### src/rtl/banco_registradores_param_if.sv
// Bus bundle for the parametrised register file: read, write and reservation ports.
interface banco_registradores_param_if #(
  parameter int unsigned DATA_W = 8,
  parameter int unsigned ADDR_W = 3
);
  logic              LeReg;
  logic [ADDR_W-1:0] RegLido1;
  logic [ADDR_W-1:0] RegLido2;
  logic              EscReg;
  logic [ADDR_W-1:0] RegEscrito;
  logic [DATA_W-1:0] DadoEscrito;
  logic              Reserva;
  logic [ADDR_W-1:0] RegReservado;
  logic [DATA_W-1:0] DadoLido1;
  logic [DATA_W-1:0] DadoLido2;
  logic [DATA_W-1:0] DadoDedicado;
  logic              Pend1;
  logic              Pend2;

  modport master (
    output LeReg, RegLido1, RegLido2, EscReg, RegEscrito, DadoEscrito,
           Reserva, RegReservado,
    input  DadoLido1, DadoLido2, DadoDedicado, Pend1, Pend2
  );

  modport slave (
    input  LeReg, RegLido1, RegLido2, EscReg, RegEscrito, DadoEscrito,
           Reserva, RegReservado,
    output DadoLido1, DadoLido2, DadoDedicado, Pend1, Pend2
  );
endinterface

### src/rtl/banco_registradores_param.sv
// Parametrised register file: two registered read ports with write-first bypass,
// one write port, a dedicated monitor output and per-register pending bits.
module banco_registradores_param #(
  parameter int unsigned       DATA_W    = 8,
  parameter int unsigned       NUM_REGS  = 8,
  parameter int unsigned       ADDR_W    = 3,
  parameter int unsigned       DEDIC_IDX = 7,
  parameter bit                ZERO_REG  = 1'b0,
  parameter logic [DATA_W-1:0] RESET_VAL = '0
) (
  input logic                        clock,
  input logic                        reset,
  banco_registradores_param_if.slave bus
);
  localparam logic [ADDR_W-1:0] DEDIC_ADDR = ADDR_W'(DEDIC_IDX);
  localparam logic [DATA_W-1:0] DEDIC_RST  = (ZERO_REG && (DEDIC_IDX == 0)) ? '0 : RESET_VAL;

  logic [DATA_W-1:0]   regs [NUM_REGS];
  logic [NUM_REGS-1:0] pend;
  logic [NUM_REGS-1:0] pend_nxt;
  logic [DATA_W-1:0]   rd1;
  logic [DATA_W-1:0]   rd2;
  logic [DATA_W-1:0]   ded;
  logic [DATA_W-1:0]   rd1_nxt;
  logic [DATA_W-1:0]   rd2_nxt;
  logic [DATA_W-1:0]   ded_nxt;
  logic                wr_ok;
  logic                rs_ok;

  // An address is usable when in range and not the hardwired zero register.
  function automatic logic addr_ok(input logic [ADDR_W-1:0] a);
    return (32'(a) < NUM_REGS) && !(ZERO_REG && (a == '0));
  endfunction

  assign wr_ok = bus.EscReg  && addr_ok(bus.RegEscrito);
  assign rs_ok = bus.Reserva && addr_ok(bus.RegReservado);

  // Read values with write-first bypass; unusable addresses read zero.
  always_comb begin
    rd1_nxt = '0;
    rd2_nxt = '0;
    ded_nxt = '0;
    if (addr_ok(bus.RegLido1))
      rd1_nxt = (wr_ok && (bus.RegEscrito == bus.RegLido1)) ? bus.DadoEscrito : regs[bus.RegLido1];
    if (addr_ok(bus.RegLido2))
      rd2_nxt = (wr_ok && (bus.RegEscrito == bus.RegLido2)) ? bus.DadoEscrito : regs[bus.RegLido2];
    if (addr_ok(DEDIC_ADDR))
      ded_nxt = (wr_ok && (bus.RegEscrito == DEDIC_ADDR)) ? bus.DadoEscrito : regs[DEDIC_ADDR];
  end

  // A new reservation supersedes a completing write to the same register.
  always_comb begin
    pend_nxt = pend;
    if (wr_ok) pend_nxt[bus.RegEscrito]   = 1'b0;
    if (rs_ok) pend_nxt[bus.RegReservado] = 1'b1;
  end

  always_ff @(posedge clock or posedge reset) begin
    if (reset) begin
      for (int unsigned i = 0; i < NUM_REGS; i++) regs[i] <= RESET_VAL;
      pend <= '0;
      rd1  <= '0;
      rd2  <= '0;
      ded  <= DEDIC_RST;
    end else begin
      if (wr_ok) regs[bus.RegEscrito] <= bus.DadoEscrito;
      if (bus.LeReg) begin
        rd1 <= rd1_nxt;
        rd2 <= rd2_nxt;
      end
      ded  <= ded_nxt;
      pend <= pend_nxt;
    end
  end

  assign bus.DadoLido1    = rd1;
  assign bus.DadoLido2    = rd2;
  assign bus.DadoDedicado = ded;
  assign bus.Pend1        = addr_ok(bus.RegLido1) && pend[bus.RegLido1];
  assign bus.Pend2        = addr_ok(bus.RegLido2) && pend[bus.RegLido2];
endmodule

### src/flat_wrapper.sv
// flat-port wrapper written by rule: the top's interface ports become plain ports
module banco_registradores_param_flat 
#(
  parameter int unsigned       DATA_W    = 8,
  parameter int unsigned       NUM_REGS  = 8,
  parameter int unsigned       ADDR_W    = 3,
  parameter int unsigned       DEDIC_IDX = 7,
  parameter bit                ZERO_REG  = 1'b0,
  parameter logic [DATA_W-1:0] RESET_VAL = '0
)
  (clock, reset, bus_LeReg, bus_RegLido1, bus_RegLido2, bus_EscReg, bus_RegEscrito, bus_DadoEscrito, bus_Reserva, bus_RegReservado, bus_DadoLido1, bus_DadoLido2, bus_DadoDedicado, bus_Pend1, bus_Pend2);
  banco_registradores_param_if #(.DATA_W(DATA_W), .ADDR_W(ADDR_W)) bus_i ();
  input logic clock;
  input logic reset;
  input wire logic [$bits(bus_i.LeReg)-1:0] bus_LeReg;
  input wire logic [$bits(bus_i.RegLido1)-1:0] bus_RegLido1;
  input wire logic [$bits(bus_i.RegLido2)-1:0] bus_RegLido2;
  input wire logic [$bits(bus_i.EscReg)-1:0] bus_EscReg;
  input wire logic [$bits(bus_i.RegEscrito)-1:0] bus_RegEscrito;
  input wire logic [$bits(bus_i.DadoEscrito)-1:0] bus_DadoEscrito;
  input wire logic [$bits(bus_i.Reserva)-1:0] bus_Reserva;
  input wire logic [$bits(bus_i.RegReservado)-1:0] bus_RegReservado;
  output wire logic [$bits(bus_i.DadoLido1)-1:0] bus_DadoLido1;
  output wire logic [$bits(bus_i.DadoLido2)-1:0] bus_DadoLido2;
  output wire logic [$bits(bus_i.DadoDedicado)-1:0] bus_DadoDedicado;
  output wire logic [$bits(bus_i.Pend1)-1:0] bus_Pend1;
  output wire logic [$bits(bus_i.Pend2)-1:0] bus_Pend2;
  assign bus_i.LeReg = bus_LeReg;
  assign bus_i.RegLido1 = bus_RegLido1;
  assign bus_i.RegLido2 = bus_RegLido2;
  assign bus_i.EscReg = bus_EscReg;
  assign bus_i.RegEscrito = bus_RegEscrito;
  assign bus_i.DadoEscrito = bus_DadoEscrito;
  assign bus_i.Reserva = bus_Reserva;
  assign bus_i.RegReservado = bus_RegReservado;
  assign bus_DadoLido1 = bus_i.DadoLido1;
  assign bus_DadoLido2 = bus_i.DadoLido2;
  assign bus_DadoDedicado = bus_i.DadoDedicado;
  assign bus_Pend1 = bus_i.Pend1;
  assign bus_Pend2 = bus_i.Pend2;
  banco_registradores_param #(.DATA_W(DATA_W), .NUM_REGS(NUM_REGS), .ADDR_W(ADDR_W), .DEDIC_IDX(DEDIC_IDX), .ZERO_REG(ZERO_REG), .RESET_VAL(RESET_VAL)) u_core (.clock(clock), .reset(reset), .bus(bus_i));
endmodule
### config.mk
export PLATFORM = sky130hd
export DESIGN_NAME = banco_registradores_param_flat
export DESIGN_NICKNAME = d
export VERILOG_FILES = /design/src/rtl/banco_registradores_param_if.sv /design/src/rtl/banco_registradores_param.sv /design/src/flat_wrapper.sv
export SDC_FILE = /design/constraint.sdc
export NUM_CORES = 1
export LEC_CHECK = 0
export CAP_MARGIN = 40
export CORE_MARGIN = 2
export CORE_UTILIZATION = 50
export DETAILED_ROUTE_END_ITERATION = 8
export GPL_ROUTABILITY_DRIVEN = 0
export HOLD_SLACK_MARGIN = 0.02
export PLACE_DENSITY = 0.7
export SYNTH_ARGS = -nofsm -noshare
export SYNTH_HDL_FRONTEND = slang
export SYNTH_SLANG_ARGS = --single-unit
### constraint.sdc
create_clock -name clock -period 4.77 [get_ports clock]
set_input_delay 0.954 -clock clock [delete_from_list [all_inputs] [get_ports clock]]
set_output_delay 0.954 -clock clock [all_outputs]
set_load 0.02 [all_outputs]
==> metrics.md <==
| Metric | Value |
|---|---|
| Outcome | complete, no violations |
| Pre-antenna DRT Iters | 4 |
| Fillers | 787 |
| DR DRC count | 0 |
| Sink Count | 96 |
| Unrepaired setup endpoints after global routing | false |
| Final setup TNS | 0 ns |
| Async SR Flop Fraction | 100.0% |
| Clock Path Buffers | 2 |
| Die Wd | 102.7 um |
| Required @ worst endpoint | 3.82 ns |
| Tmin final | 4.045 ns |
| Largest net degree at the start of global routing | 60 |
| FF+latch area | 2402 um^2 |
| Critical Path End Type | output port |
| Count leader, synth | dfrtp_1 |
| Initial Util | 50.73% |
| R2R cell count | 3 |
| HP Start | u_core.bus.DadoLido1[5]$_DFFE_PP0P_ |
| Final setup fails | 0 |
| FF-to-FF End | u_core.bus.DadoLido1[3]$_DFFE_PP0P_ |
| Max Clk Rate | 247.2 MHz |
| Setup bufs post-CTS | 0 |
| Hold Crit Depth | 2 |
| Fin area | 5727 um^2 |
| Fin. max-slew vios | 0 |
| DR vias/cell | 5.931 |
| Post-synthesis register bit count | 96 |
| Vias | 3256 |
| Area overhead of the layout relative to synthesis | 17.66% |
| Initial antenna violation count | 0 |
| Clock Pin Slew Worst Setup and Hold Paths | 0.09 ns |
| Most frequent CP cell | clkdlybuf4s50_1 |
| Final hold vios | 0 |
| Gr usage total | 24.17% |
| Hold endpoint | u_core.bus.DadoLido1[5]$_DFFE_PP0P_ |
| Busiest layer in global routing | met2 |
| Critical Path Fanout Max | 6 |
| Rel. slew slack | 42.91% |
| Worst-Margin Slew | 0.8519 ns |
| Mapped cell area | 4867 um^2 |
| CTS Hold Bufs | 0 |
| CTS tree | built |
| # diodes | 0 |
| Crit path from | bus_RegLido2[0] |
| Final core utilization | 59.69% |
| Register area share after synthesis | 49.36% |
| Grt met1 use | 34.98% |
| Post-Synthesis Cells | 361 |
| Post-CTS sizing | 0 |
| Syn_nets | 386 |
| Routed len/inst | 21.20 um |
| Final Non-Filler Cells | 549 |
| Cell Area, Placed | 5508 um^2 |
| Setup Crit Path Kind | primary input to output port |
| Num CTS Buffers | 9 |
| Number of synthesized flops with an enable pin | 0 |
| Leak | 2.421 nW |
| Most frequent cells after synthesis | dfrtp_1, o21ai_0, nand2_1 |
| M2 GR Usage | 36.70% |
| Critical Path Source Type | primary input |
| IO buf count | 50 |
| Layout Nets | 436 |
| Initial drt markers | 173 |
| M3 GR Usage | 4.542% |
| Hold WC Path Type | register to register |
| First-pass GRT wire length | 18570 um |
| I/O Pins | 51 |
| Fin crit share | 84.80% |
| Synth top area share | 49.36% |
| Mean post-synth cell area | 13.48 um^2 |
| Vias in the first global route | 3248 |
| Total grt overflow | 0 |
| Syn. warnings | 0 |
| Multi-input combinational cell area | 2262 um^2 |
| FF-to-FF setup slack | 3.27 ns |
| WP data arrival | 3.09 ns |
| Share of layout cells above drive strength 1 | 24.52% |
| HPWL after DPL | 8179 um |
| H-tree lvl count | 3 |
| Synth top area cells | dfrtp_1, mux4_2, mux2_2, o21ai_0, mux2i_1 |
| Die Area | 10540 um^2 |
| RR Startpoint | u_core.regs[3]$_DFFE_PP0P_ |
| Post-synth top flop | dfrtp_1 |
| ANT nets after route | 0 |
| Total power | 0.002312 W |
| Peak VDD IR | 0.1980 mV |
| Max cap viols | 0 |
| Root buffer cell | clkbuf_8 |
| Die height | 102.7 um |
| Final WL | 11640 um |
| Setup Skew | 0.007954 ns |
| Worst path max stage delay | 0.73 ns |
| Slowest CP cell | clkdlybuf4s50_1 |
| Worst-skew pair later-pin latency | 0.36 ns |
| Core ar. | 9594 um^2 |
| Yosys cell types | 26 |
| Row cnt | 36 |
| Pwr Density | 403.7 nW/um^2 |
| Placed cell count | 533 |
| Yosys top cell by area | dfrtp_1 |
| CP Cell Sequence | clkdlybuf4s50_1, mux4_2, mux2_2, clkdlybuf4s50_1 |
## power by group
part	internal (W)	switching, W
Sequential	0.000983	0.000128
Clock	0.000296	0.000291
Combinational	0.000341	0.000273
Total	0.00162	0.000691
## layout make-up
class,count,share of cell area [%]
Inverter,14,0.9613
Tap cell,133,2.906
Sequential cell,96,41.95
Clock inverter,7,1.660
Multi-Input combinational cell,228,39.50
Clock buffer,9,2.163
Timing Repair Buffer,62,10.86
## critical path: cells and delay by family
| kind | cells | cell delay [ns] |
|---|---|---|
| buf+inv | 2 | 1.27 |
| mux | 2 | 0.86 |
## stage by stage
stage                     hold slack [ns]  worst slack, ns
final                              0.5093           0.7252
after CTS                          0.5127           0.7075
after global routing               0.5243           0.6685
after floorplan                    0.4584            1.311
after detailed placement           0.4868           0.7192
after global placement             0.4732           0.7338
## sequential cells by signal, indices dropped and copies added (netlist names)
| name | count |
|---|---|
| u_core.regs | 64 |
| u_core.bus.DadoDedicado | 8 |
| u_core.pend | 8 |
| u_core.bus.DadoLido2 | 8 |
| u_core.bus.DadoLido1 | 8 |
## placed cells by master (no fill, tap or decap), drive strengths merged, types with 2 or more instances in the layout
cell type	count
nor3b	2
mux2	34
clkinv	3
nand2	39
nand4b	3
inv	15
mux4	36
dfrtp	96
o32ai	2
or4b	2
clkdlybuf4s50	50
buf	12
xor2	6
mux2i	16
nor3	2
nand2b	20
o21ai	44
o22ai	2
bufinv	2
o221ai	16
clkbuf	9
o41ai	2
## worst max-delay path by stage
stage                                                 endpoint  slack, ns  cells past startpoint
after detailed placement                             bus_Pend2       0.72                      4
after floorplan           u_core.bus.DadoDedicado[0]$_DFF_PP0_       1.31                      1
after CTS                                            bus_Pend2       0.71                      4
final                                                bus_Pend2       0.73                      4
after global routing                                 bus_Pend2       0.67                      4
after global placement                               bus_Pend2       0.73                      4
## kinds of logic (layout without fill, tap and decap cells)
| logic type | count (synthesis) | after routing | synth area share, % |
|---|---|---|---|
| AOI/OAI and AO/OA | 66 | 66 | 9.152 |
| xor gates and xnor gates | 6 | 6 | 1.080 |
| buffers and inverters | 37 | 92 | 4.164 |
| DFF | 96 | 96 | 49.36 |
| muxes | 86 | 86 | 28.12 |
| and+or+nand+nor | 70 | 70 | 8.124 |
## layer usage
layer | part of all wire (%) | up-vias
met3 | 6.7 | 20
met5 | 0 | -
met2 | 47 | 112
met1 | 44 | 1668
met4 | 2.6 | 0
li1 | - | 1456
(Power assumes the default switching activity.)
